$ cat config.mk
export PLATFORM = sky130hd
export DESIGN_NAME = lcd_scaled_video_gen
export DESIGN_NICKNAME = d
export VERILOG_FILES = /design/src/rtl/lcd_video_pkg.sv /design/src/rtl/lcd_window_scaler.sv /design/src/rtl/lcd_scaled_video_gen.sv
export SDC_FILE = /design/constraint.sdc
export NUM_CORES = 1
export LEC_CHECK = 0
export ABC_AREA = 1
export BUFFER_PORTS_ARGS = -buffer_cell sky130_fd_sc_hd__clkbuf_2
export CORE_ASPECT_RATIO = 0.7
export CORE_UTILIZATION = 50
export CTS_CLUSTER_DIAMETER = 60
export DETAILED_ROUTE_END_ITERATION = 10
export GPL_TIMING_DRIVEN = 0
export MAX_ROUTING_LAYER = met4
export PLACE_DENSITY = 0.69
export RECOVER_POWER = 25
export SLEW_MARGIN = 30
export SYNTH_ARGS = -nofsm -noshare
export SYNTH_HDL_FRONTEND = slang
export SYNTH_HIERARCHICAL = 1
export SYNTH_SLANG_ARGS = --single-unit
$ cat constraint.sdc
create_clock -name clk -period 5.95 [get_ports clk]
set_clock_uncertainty 0.05 [all_clocks]
set_input_delay 0.595 -clock clk [delete_from_list [all_inputs] [get_ports clk]]
set_output_delay 0.595 -clock clk [all_outputs]
set_load 0.1 [all_outputs]
$ cat src/rtl/lcd_video_pkg.sv
// lcd_video_pkg: shared constants, panel column map and scale clamp for the LCD video generator
package lcd_video_pkg;
  localparam int LCD_MAX_COLS = 40;
  localparam int LCD_MAX_ROWS = 16;
  localparam logic [7:0] LCD_BANK_OFFSET = 8'h50;
  function automatic logic [4:0] clamp_size(input logic [4:0] v, input logic [4:0] m);
    return (v == 5'd0) ? 5'd1 : (v > m) ? m : v;
  endfunction
  function automatic logic [5:0] col_map(input logic [5:0] c);
    return (c >= 6'(LCD_MAX_COLS)) ? 6'd0 :
           (c < 6'd8)  ? c :
           (c < 6'd16) ? c + 6'd1 :
           (c < 6'd24) ? 6'd52 - c :
           (c < 6'd32) ? 6'd51 - c :
           (c == 6'd32) ? 6'd8 :
           (c < 6'd36) ? c - 6'd16 :
           (c == 6'd36) ? 6'd28 : c;
  endfunction
endpackage

$ cat src/rtl/lcd_window_scaler.sv
// lcd_window_scaler: per-frame scale latch, centred window offsets and LCD pixel stepping
module lcd_window_scaler
  import lcd_video_pkg::*;
#(
  parameter logic [9:0] WIDTH          = 10'd360,
  parameter logic [9:0] HEIGHT         = 10'd360,
  parameter logic [5:0] LCD_COLS       = 6'd32,
  parameter logic [4:0] LCD_ROWS       = 5'd16,
  parameter logic [4:0] MAX_PIXEL_SIZE = 5'd11
) (
  input  logic       clk,
  input  logic       reset,
  input  logic [4:0] cfg_pixel_size_i,
  input  logic       cfg_grid_en_i,
  input  logic       vsync_i,
  input  logic       de_i,
  input  logic [9:0] x_i,
  input  logic [9:0] y_i,
  output logic [4:0] pixel_size_o,
  output logic       lcd_active_o,
  output logic       lcd_grid_o,
  output logic [5:0] lcd_x_o,
  output logic [4:0] lcd_y_o,
  output logic [5:0] lcd_x_d_o,
  output logic [4:0] lcd_y_d_o
);
  logic [4:0] ps_q, ps_d, ps_m1, sx_q, sx_d, sy_q, sy_d, ly_q, ly_d;
  logic [5:0] lx_q, lx_d;
  logic [9:0] wx_q, wx_d, wy_q, wy_d, ox_q, ox_d, oy_q, oy_d;
  logic act_q, act_d, grid_q, grid_d, sx_wrap, sy_wrap, step_y;
  // x_i/y_i/de_i describe the position being registered, so outputs stay aligned with the raster
  always_comb begin
    ps_d = (reset || vsync_i) ? clamp_size(cfg_pixel_size_i, MAX_PIXEL_SIZE) : ps_q;
    wx_d = {4'd0, LCD_COLS} * {5'd0, ps_d};
    wy_d = {5'd0, LCD_ROWS} * {5'd0, ps_d};
    ox_d = (wx_d > WIDTH) ? 10'd0 : (WIDTH - wx_d) >> 1;
    oy_d = (wy_d > HEIGHT) ? 10'd0 : (HEIGHT - wy_d) >> 1;
    act_d = de_i && x_i >= ox_q && x_i < ox_q + wx_q && y_i >= oy_q && y_i < oy_q + wy_q;
    ps_m1 = ps_q - 5'd1;
    sx_wrap = sx_q == ps_m1;
    sy_wrap = sy_q == ps_m1;
    step_y = act_q && !act_d;
    sx_d = vsync_i ? 5'd0 : !act_q ? sx_q : sx_wrap ? 5'd0 : sx_q + 5'd1;
    lx_d = vsync_i ? 6'd0 : !(act_q && sx_wrap) ? lx_q : (lx_q == LCD_COLS - 6'd1) ? 6'd0 : lx_q + 6'd1;
    sy_d = vsync_i ? 5'd0 : !step_y ? sy_q : sy_wrap ? 5'd0 : sy_q + 5'd1;
    ly_d = vsync_i ? 5'd0 : !(step_y && sy_wrap) ? ly_q : (ly_q == LCD_ROWS - 5'd1) ? 5'd0 : ly_q + 5'd1;
    grid_d = cfg_grid_en_i && ps_q >= 5'd3 && act_d && (sx_d == ps_m1 || sy_d == ps_m1);
  end
  always_ff @(posedge clk) begin
    ps_q <= ps_d;
    wx_q <= wx_d;
    wy_q <= wy_d;
    ox_q <= ox_d;
    oy_q <= oy_d;
    if (reset) begin
      {sx_q, sy_q, lx_q, ly_q} <= '0;
      act_q <= 1'b0;
      grid_q <= 1'b0;
    end else begin
      {sx_q, sy_q, lx_q, ly_q} <= {sx_d, sy_d, lx_d, ly_d};
      act_q <= act_d;
      grid_q <= grid_d;
    end
  end
  assign pixel_size_o = ps_q;
  assign lcd_active_o = act_q;
  assign lcd_grid_o = grid_q;
  assign lcd_x_o = lx_q;
  assign lcd_y_o = ly_q;
  assign lcd_x_d_o = lx_d;
  assign lcd_y_d_o = ly_d;
endmodule

$ cat src/rtl/lcd_scaled_video_gen.sv
// lcd_scaled_video_gen: raster timing plus scaled LCD segment grid mapping and RAM addressing
module lcd_scaled_video_gen
  import lcd_video_pkg::*;
#(
  parameter logic [9:0] WIDTH          = 10'd360,
  parameter logic [9:0] HEIGHT         = 10'd360,
  parameter logic [9:0] HBLANK_LEN     = 10'd84,
  parameter logic [9:0] VBLANK_LEN     = 10'd132,
  parameter logic [9:0] HSYNC_OFFSET   = 10'd5,
  parameter logic [9:0] VSYNC_OFFSET   = 10'd5,
  parameter logic [5:0] LCD_COLS       = 6'd32,
  parameter logic [4:0] LCD_ROWS       = 5'd16,
  parameter logic [4:0] MAX_PIXEL_SIZE = 5'd11
) (
  input  logic       clk,
  input  logic       reset,
  input  logic [4:0] cfg_pixel_size,
  input  logic       cfg_grid_en,
  output logic [9:0] x,
  output logic [9:0] y,
  output logic       hsync,
  output logic       vsync,
  output logic       de,
  output logic       lcd_active,
  output logic       lcd_grid,
  output logic [5:0] lcd_x,
  output logic [4:0] lcd_y,
  output logic [1:0] lcd_segment_row,
  output logic [7:0] video_addr,
  output logic [4:0] pixel_size
);
  localparam logic [9:0] H_LAST = WIDTH + HBLANK_LEN - 10'd1;
  localparam logic [9:0] V_LAST = HEIGHT + VBLANK_LEN - 10'd1;
  logic [9:0] x_q, x_d, y_q, y_d;
  logic hs_q, hs_d, vs_q, vs_d, de_q, de_d;
  logic [7:0] addr_q, addr_d;
  logic [5:0] lx_n;
  logic [4:0] ly_n;
  // every registered output is computed from the next position so all of them describe x_q/y_q
  always_comb begin
    x_d = (x_q == H_LAST) ? 10'd0 : x_q + 10'd1;
    y_d = (x_q != H_LAST) ? y_q : (y_q == V_LAST) ? 10'd0 : y_q + 10'd1;
    hs_d = x_d == WIDTH + HSYNC_OFFSET;
    vs_d = y_d == HEIGHT + VSYNC_OFFSET && x_d == WIDTH + 10'd1;
    de_d = x_d < WIDTH && y_d < HEIGHT;
    addr_d = {1'b0, col_map(lx_n), ly_n[2]} + ((ly_n >= 5'(LCD_MAX_ROWS / 2)) ? LCD_BANK_OFFSET : 8'd0);
  end
  always_ff @(posedge clk) begin
    if (reset) begin
      x_q <= 10'd0;
      y_q <= 10'd0;
      {hs_q, vs_q, de_q} <= 3'd0;
      addr_q <= 8'd0;
    end else begin
      x_q <= x_d;
      y_q <= y_d;
      {hs_q, vs_q, de_q} <= {hs_d, vs_d, de_d};
      addr_q <= addr_d;
    end
  end
  lcd_window_scaler #(
    .WIDTH(WIDTH), .HEIGHT(HEIGHT), .LCD_COLS(LCD_COLS), .LCD_ROWS(LCD_ROWS),
    .MAX_PIXEL_SIZE(MAX_PIXEL_SIZE)
  ) u_scaler (
    .clk(clk), .reset(reset), .cfg_pixel_size_i(cfg_pixel_size), .cfg_grid_en_i(cfg_grid_en),
    .vsync_i(vs_q), .de_i(de_d), .x_i(x_d), .y_i(y_d), .pixel_size_o(pixel_size),
    .lcd_active_o(lcd_active), .lcd_grid_o(lcd_grid), .lcd_x_o(lcd_x), .lcd_y_o(lcd_y),
    .lcd_x_d_o(lx_n), .lcd_y_d_o(ly_n)
  );
  assign x = x_q;
  assign y = y_q;
  assign hsync = hs_q;
  assign vsync = vs_q;
  assign de = de_q;
  assign video_addr = addr_q;
  assign lcd_segment_row = lcd_y[1:0];
endmodule

==> flow_metrics.env, run 1 <==
export IMPL_detailed_place_hpwl_um=10910
export IMPL_worstSkewPairLatency_ns=0.34
export IMPL_gr_total_overflow=0
export IMPL_post_route_drc_count=1
export IMPL_row_count=32
export IMPL_die_height_um=90.84
export IMPL_crit_path_top_delay_cell="sky130_fd_sc_hd__dfxtp_1"
export IMPL_slew_headroom=0.2241
export IMPL_buffer_ports_inserted=57
export IMPL_hold_wc_startpoint="cfg_grid_en"
export IMPL_power_leakage_nw=3.265
export IMPL_route_detailed_vias_per_inst=5.087
export IMPL_crit_path_max_cell_delay_ns=0.66
export IMPL_clock_tree_root="sky130_fd_sc_hd__clkbuf_16"
export IMPL_worstSetupStartpointType="flip-flop"
export IMPL_worst_setup_hold_path_clk_slew_ns=0.06
export IMPL_critical_path_most_common_cell="sky130_fd_sc_hd__nand2_1"
export IMPL_totalNegativeSetupSlack_ns=0
export IMPL_total_core_area_sq_mm=0.01101
export IMPL_dieWidth_um=128.9
export IMPL_n_antenna_cell=0
export IMPL_drt_wl_total_um=13870
export IMPL_grt_pass1_wl_um=23460
export IMPL_groute_usage_overall=0.2605
export IMPL_postRouteAntennaNets=0
export IMPL_total_setup_buffers_inserted_after_cts=0
export IMPL_outcome="finished, violations left"
export IMPL_timing_final_crit_period_ns=5.320
export IMPL_tritoncts_num_sinks=72
export IMPL_r2r_end="video_addr[7]"
export IMPL_finalSetupViolations=0
export IMPL_min_path_type="input port to flip-flop"
export IMPL_finalCoreUtilization=0.5794
export IMPL_maximum_number_of_pins_on_one_net_before_global_route_repair=13
export IMPL_place_congestion=0.9552
export IMPL_r2r_slack_ns=0.63
export IMPL_hold_path_endpoint="u_scaler/lcd_grid_o"
export IMPL_layout_nets=988
export IMPL_whs_path_depth=3
export IMPL_synthesis_instances=850
export IMPL_die_area_sq_mm=0.01171
export IMPL_endpoint_kind="flip-flop"
export IMPL_cp_data_required_time_ns=6.10
export IMPL_boundaryPins=59
export IMPL_violations="DRC"
export IMPL_cts_htree_levels=3
export IMPL_peakVddDrop_mv=0.1655
export IMPL_initial_core_util=0.5119
export IMPL_tritoncts_clock_tree="yes"
export IMPL_syn_num_nets=920
export IMPL_flow_area_growth_from_synthesis_pct=13.19
export IMPL_routed_via_count=5474
export IMPL_pwr_density_cell_mw_per_mm2=198.5
export IMPL_cts_buffers=9
export IMPL_worst_r2r_cell_count=30
export IMPL_drt_pass1_iterations=10
export IMPL_wl_per_cell_um=12.89
export IMPL_hold_buffers=0
export IMPL_fraction_of_layout_cells_with_a_size_suffix_above_1=0.1235
export IMPL_cts_repair_resize_count=0
export IMPL_grt_antenna_before_repair=0
export IMPL_tightestPinTransition_ns=1.169
export IMPL_cts_path_max_buffers=2
export IMPL_path_max_fanout=10
export IMPL_synth_yosys_warnings=6
export IMPL_r2r_start="u_scaler/wx_q[5]"
export IMPL_hold_viol_final=0
export IMPL_drt_first_iter_violations=413
export IMPL_syn_area_per_cell_sq_um=6.631
export IMPL_grt_setup_unrepaired="false"
export IMPL_maxCapViolCount=0
export IMPL_syn_cell_area_sq_mm=0.005637
export IMPL_maximum_operating_frequency_ghz=0.1880
export IMPL_slew_viol_final=0
export IMPL_worst_ep_arrival_time_ns=5.47
export IMPL_grt_pass1_vias=4896
export IMPL_setup_worst_path_class="flip-flop to flip-flop"
export IMPL_min_period_over_period=0.8941
## critical path: cells and delay by family, from the launching register on
kind	cells	cell delay (ns)
compound gates	3	0.33
buf+inv	8	1.11
xor+xnor	1	0.12
fa+ha+maj	3	0.85
simple gates	15	2.03
flops	1	0.66
## sequential cells by signal, indices dropped and copies added, names as in the netlist
signal,flops
y,10
u_scaler/lcd_active_o,1
de,1
u_scaler/lcd_y_o,5
u_scaler/sx_q,5
u_scaler/ox_q,6
vsync,1
u_scaler/lcd_grid_o,1
x,10
video_addr,8
u_scaler/sy_q,5
u_scaler/wx_q,5
u_scaler/oy_q,7
hsync,1
u_scaler/lcd_x_o,6
## layout by cell type, fill, tap and decap left out, types with 2 or more instances in the layout
master	n
sky130_fd_sc_hd__nand2_1	179
sky130_fd_sc_hd__inv_1	133
sky130_fd_sc_hd__nor2_1	123
sky130_fd_sc_hd__dfxtp_1	72
sky130_fd_sc_hd__nand3_1	68
sky130_fd_sc_hd__ha_1	60
sky130_fd_sc_hd__clkbuf_2	44
sky130_fd_sc_hd__a21oi_1	37
sky130_fd_sc_hd__o21ai_0	24
sky130_fd_sc_hd__clkbuf_1	22
sky130_fd_sc_hd__nand4_1	18
sky130_fd_sc_hd__xor2_1	18
sky130_fd_sc_hd__nor3_1	17
sky130_fd_sc_hd__nand2_2	12
sky130_fd_sc_hd__clkbuf_16	9
sky130_fd_sc_hd__inv_2	8
sky130_fd_sc_hd__xnor2_1	8
sky130_fd_sc_hd__nor2_2	5
sky130_fd_sc_hd__nand3_2	5
sky130_fd_sc_hd__o211ai_1	5
sky130_fd_sc_hd__nor4_1	5
sky130_fd_sc_hd__o21ai_1	3
sky130_fd_sc_hd__nand2_4	3
sky130_fd_sc_hd__o21ai_2	3
sky130_fd_sc_hd__o21a_1	3
sky130_fd_sc_hd__buf_6	3
sky130_fd_sc_hd__nor2_4	2
sky130_fd_sc_hd__buf_2	2
sky130_fd_sc_hd__buf_4	2
sky130_fd_sc_hd__clkinv_2	2
sky130_fd_sc_hd__clkbuf_8	2
sky130_fd_sc_hd__clkinvlp_4	2
sky130_fd_sc_hd__nand3b_1	2
sky130_fd_sc_hd__or2_1	2
sky130_fd_sc_hd__nor4_2	2
sky130_fd_sc_hd__fa_1	2
## layer usage
metal | wire [um] | vias to the layer above | GRT usage
met5 | 0 | - | -
met4 | 110 | 0 | 0.06667
met3 | 799 | 12 | 0.04443
met2 | 5373 | 158 | 0.3446
met1 | 7588 | 2455 | 0.3975
li1 | - | 2849 | -
## power breakdown
group	internal [mW]	total, mW	switching [mW]
registers	0.494	0.507	0.0134
clock network	0.346	0.559	0.213
logic	0.0649	0.200	0.135
## layout make-up
class                      count  area [sq um]
clock inverter                 5         55.05
timing repair buffer          57         269.0
fill                        1103          4631
clock buffer                  11         252.7
inverter                     142         533.0
buffer                        17         96.34
tap                          153         191.4
multi-input combinational    619          3541
sequential                    72          1441
## worst max-delay path by stage
stage	from	end	slack, ns	cells past startpoint
3_3_place_gp	u_scaler/wx_q[5]	video_addr[7]	0.78	30
2_1_floorplan	u_scaler/wx_q[6]	video_addr[7]	0.97	30
5_1_grt	u_scaler/wx_q[5]	video_addr[7]	0.18	30
3_5_place_dp	u_scaler/wx_q[5]	video_addr[7]	0.78	30
6_report	u_scaler/wx_q[5]	video_addr[7]	0.63	30
4_1_cts	u_scaler/wx_q[5]	video_addr[7]	0.71	30
## through the flow
| step | instance area (sq um) | cells | hold WS [ns] | power, mW | setup slack [ns] |
|---|---|---|---|---|---|
| global route | 6380 | 1076 | 0.4828 | 1.328 | 0.1800 |
| global placement | 6113 | 1060 | 0.4650 | 0.7133 | 0.7849 |
| floorplan | 5637 | 850 | 0.5293 | 0.6720 | 0.9665 |
| detailed placement | 6113 | 1060 | 0.4687 | 0.7160 | 0.7820 |
| CTS | 6421 | 1076 | 0.4613 | 1.280 | 0.7124 |
| finish | 6380 | 1076 | 0.4652 | 1.266 | 0.6299 |
Note: power is estimated with default switching activity, not from simulation.
==> run 2, diff against run 1 <==
==> constraint.sdc (replaced) <==
create_clock -name clk -period 6.2 [get_ports clk]
set_clock_uncertainty 0.05 [all_clocks]
set_input_delay 0.62 -clock clk [delete_from_list [all_inputs] [get_ports clk]]
set_output_delay 0.62 -clock clk [all_outputs]
set_load 0.1 [all_outputs]
==> run 2 against run 1 <==
Compared with the run above: the flow still finishes with violations (DRC); non-clock buffer count unchanged; register-to-register slack gained 0.25 ns; utilization is essentially flat; hold slack improved by 0.016 ns; combinational power fell by 4%; sequential share of layout area barely moved; sequential power shrank 4%; first-iteration DRC count is the same; count of clock-buffer cells in the layout is the same; power down 4.0%; sequential cell count is the same.
==> flow_metrics.env, run 2 (synthesis gave the netlist of run 1 again) <==
export IMPL_outcome="finished, violations left"
export IMPL_violations="DRC"
export IMPL_tightestPinTransition_ns=1.169
export IMPL_hold_viol_final=0
export IMPL_die_area_sq_mm=0.01171
export IMPL_n_antenna_cell=0
export IMPL_postRouteAntennaNets=0
export IMPL_crit_path_max_cell_delay_ns=0.66
export IMPL_r2r_end="video_addr[7]"
export IMPL_row_count=32
export IMPL_place_congestion=0.9552
export IMPL_grt_antenna_before_repair=0
export IMPL_cts_htree_levels=3
export IMPL_pwr_density_cell_mw_per_mm2=190.5
export IMPL_cp_data_required_time_ns=6.35
export IMPL_totalNegativeSetupSlack_ns=0
export IMPL_die_height_um=90.84
export IMPL_total_core_area_sq_mm=0.01101
export IMPL_flow_area_growth_from_synthesis_pct=13.14
export IMPL_cts_path_max_buffers=2
export IMPL_dieWidth_um=128.9
export IMPL_initial_core_util=0.5119
export IMPL_grt_pass1_wl_um=23460
export IMPL_buffer_ports_inserted=57
export IMPL_critPathLaunch="u_scaler/wx_q[5]"
export IMPL_layout_nets=988
export IMPL_critical_path_most_common_cell="sky130_fd_sc_hd__nand2_1"
export IMPL_tritoncts_num_sinks=72
export IMPL_path_max_fanout=10
export IMPL_groute_usage_overall=0.2605
export IMPL_grt_pass1_vias=4896
export IMPL_worst_r2r_cell_count=30
export IMPL_cts_repair_resize_count=0
export IMPL_route_detailed_vias_per_inst=5.094
export IMPL_min_path_type="flip-flop to flip-flop"
export IMPL_grt_setup_unrepaired="false"
export IMPL_r2r_slack_ns=0.88
export IMPL_min_period_over_period=0.8588
export IMPL_timing_critical_path_to="video_addr[7]"
export IMPL_worst_setup_hold_path_clk_slew_ns=0.06
export IMPL_power_leakage_nw=3.268
export IMPL_dp_slack_ns=1.032
export IMPL_finalCoreUtilization=0.5792
export IMPL_peakVddDrop_mv=0.1589
export IMPL_drt_first_iter_violations=413
export IMPL_worstSetupStartpointType="flip-flop"
export IMPL_drt_wl_total_um=13890
export IMPL_crit_path_top_delay_cell="sky130_fd_sc_hd__dfxtp_1"
export IMPL_wl_per_cell_um=12.91
export IMPL_layout_cells_most_common_list="sky130_fd_sc_hd__nand2_1 (179), sky130_fd_sc_hd__inv_1 (133), sky130_fd_sc_hd__nor2_1 (123), sky130_fd_sc_hd__dfxtp_1 (72), sky130_fd_sc_hd__nand3_1 (68)"
export IMPL_routed_via_count=5481
export IMPL_detailed_place_hpwl_um=10910
export IMPL_maximum_number_of_pins_on_one_net_before_global_route_repair=13
export IMPL_post_route_drc_count=1
export IMPL_gr_total_overflow=0
export IMPL_hold_buffers=0
export IMPL_endpoint_kind="flip-flop"
export IMPL_holdWs_ns=0.4807
export IMPL_timing_final_crit_period_ns=5.325
export IMPL_tritoncts_clock_tree="yes"
export IMPL_cts_buffers=9
export IMPL_total_setup_buffers_inserted_after_cts=0
export IMPL_worstSkewPairLatency_ns=0.34
export IMPL_worst_ep_arrival_time_ns=5.47
export IMPL_slew_viol_final=0
export IMPL_finalWorstSetupSlack_ns=0.8753
export IMPL_maxCapViolCount=0
export IMPL_setup_worst_path_class="flip-flop to flip-flop"
export IMPL_drt_pass1_iterations=10
export IMPL_clock_tree_root="sky130_fd_sc_hd__clkbuf_16"
export IMPL_r2r_start="u_scaler/wx_q[5]"
export IMPL_totalPowerFinal_mw=1.215
export IMPL_fraction_of_layout_cells_with_a_size_suffix_above_1=0.1235
export IMPL_maximum_operating_frequency_ghz=0.1878
export IMPL_layout_commonest_cell="sky130_fd_sc_hd__nand2_1"
export IMPL_slew_headroom=0.2241
export IMPL_boundaryPins=59
export IMPL_finalSetupViolations=0
[run 2: how the worst min path moves through the flow]
stage | start | endpoint | cells past startpoint
5_1_grt | y[9] | y[9] | 2
6_report | u_scaler/lcd_y_o[4] | u_scaler/lcd_y_o[4] | 2
2_1_floorplan | u_scaler/sy_q[4] | u_scaler/sy_q[4] | 4
3_5_place_dp | u_scaler/lcd_y_o[4] | u_scaler/lcd_y_o[4] | 2
4_1_cts | u_scaler/lcd_y_o[4] | u_scaler/lcd_y_o[4] | 2
3_3_place_gp | y[9] | y[9] | 2
[run 2: layer usage]
metal / vias to the layer above / track usage / part of all wire
met1: 2464 / 0.3975 / 0.55
li1: 2851 / - / -
met5: - / - / 0
met3: 14 / 0.04443 / 0.056
met4: 0 / 0.06667 / 0.0086
met2: 152 / 0.3446 / 0.39
[run 2: per-stage QoR]
step / instances / cell area [sq um]
floorplan: 850 / 5637
global placement: 1060 / 6113
detailed placement: 1060 / 6113
global route: 1076 / 6377
CTS: 1076 / 6421
finish: 1076 / 6377
[run 2: critical path: cells and delay by family, from the launching register on]
kind	cells	cell delay, ns
compound gates	3	0.33
xor+xnor	1	0.12
fa+ha+maj	3	0.85
buf+inv	8	1.11
flops	1	0.66
simple gates	15	2.02
[run 2: power breakdown]
part / switching [mW] / internal, mW / leakage, nW
clock network: 0.204 / 0.332 / 0.148
logic: 0.130 / 0.0623 / 2.54
registers: 0.0128 / 0.474 / 0.585
[run 2: layout make-up]
cell class                      instances  area (sq um)
Clock buffer                           11         252.7
Tap cell                              153         191.4
Clock inverter                          5         55.05
Buffer                                 17         96.34
Inverter                              142         533.0
Timing Repair Buffer                   57         270.3
Fill cell                            1103          4633
Sequential cell                        72          1441
Multi-Input combinational cell        619          3537
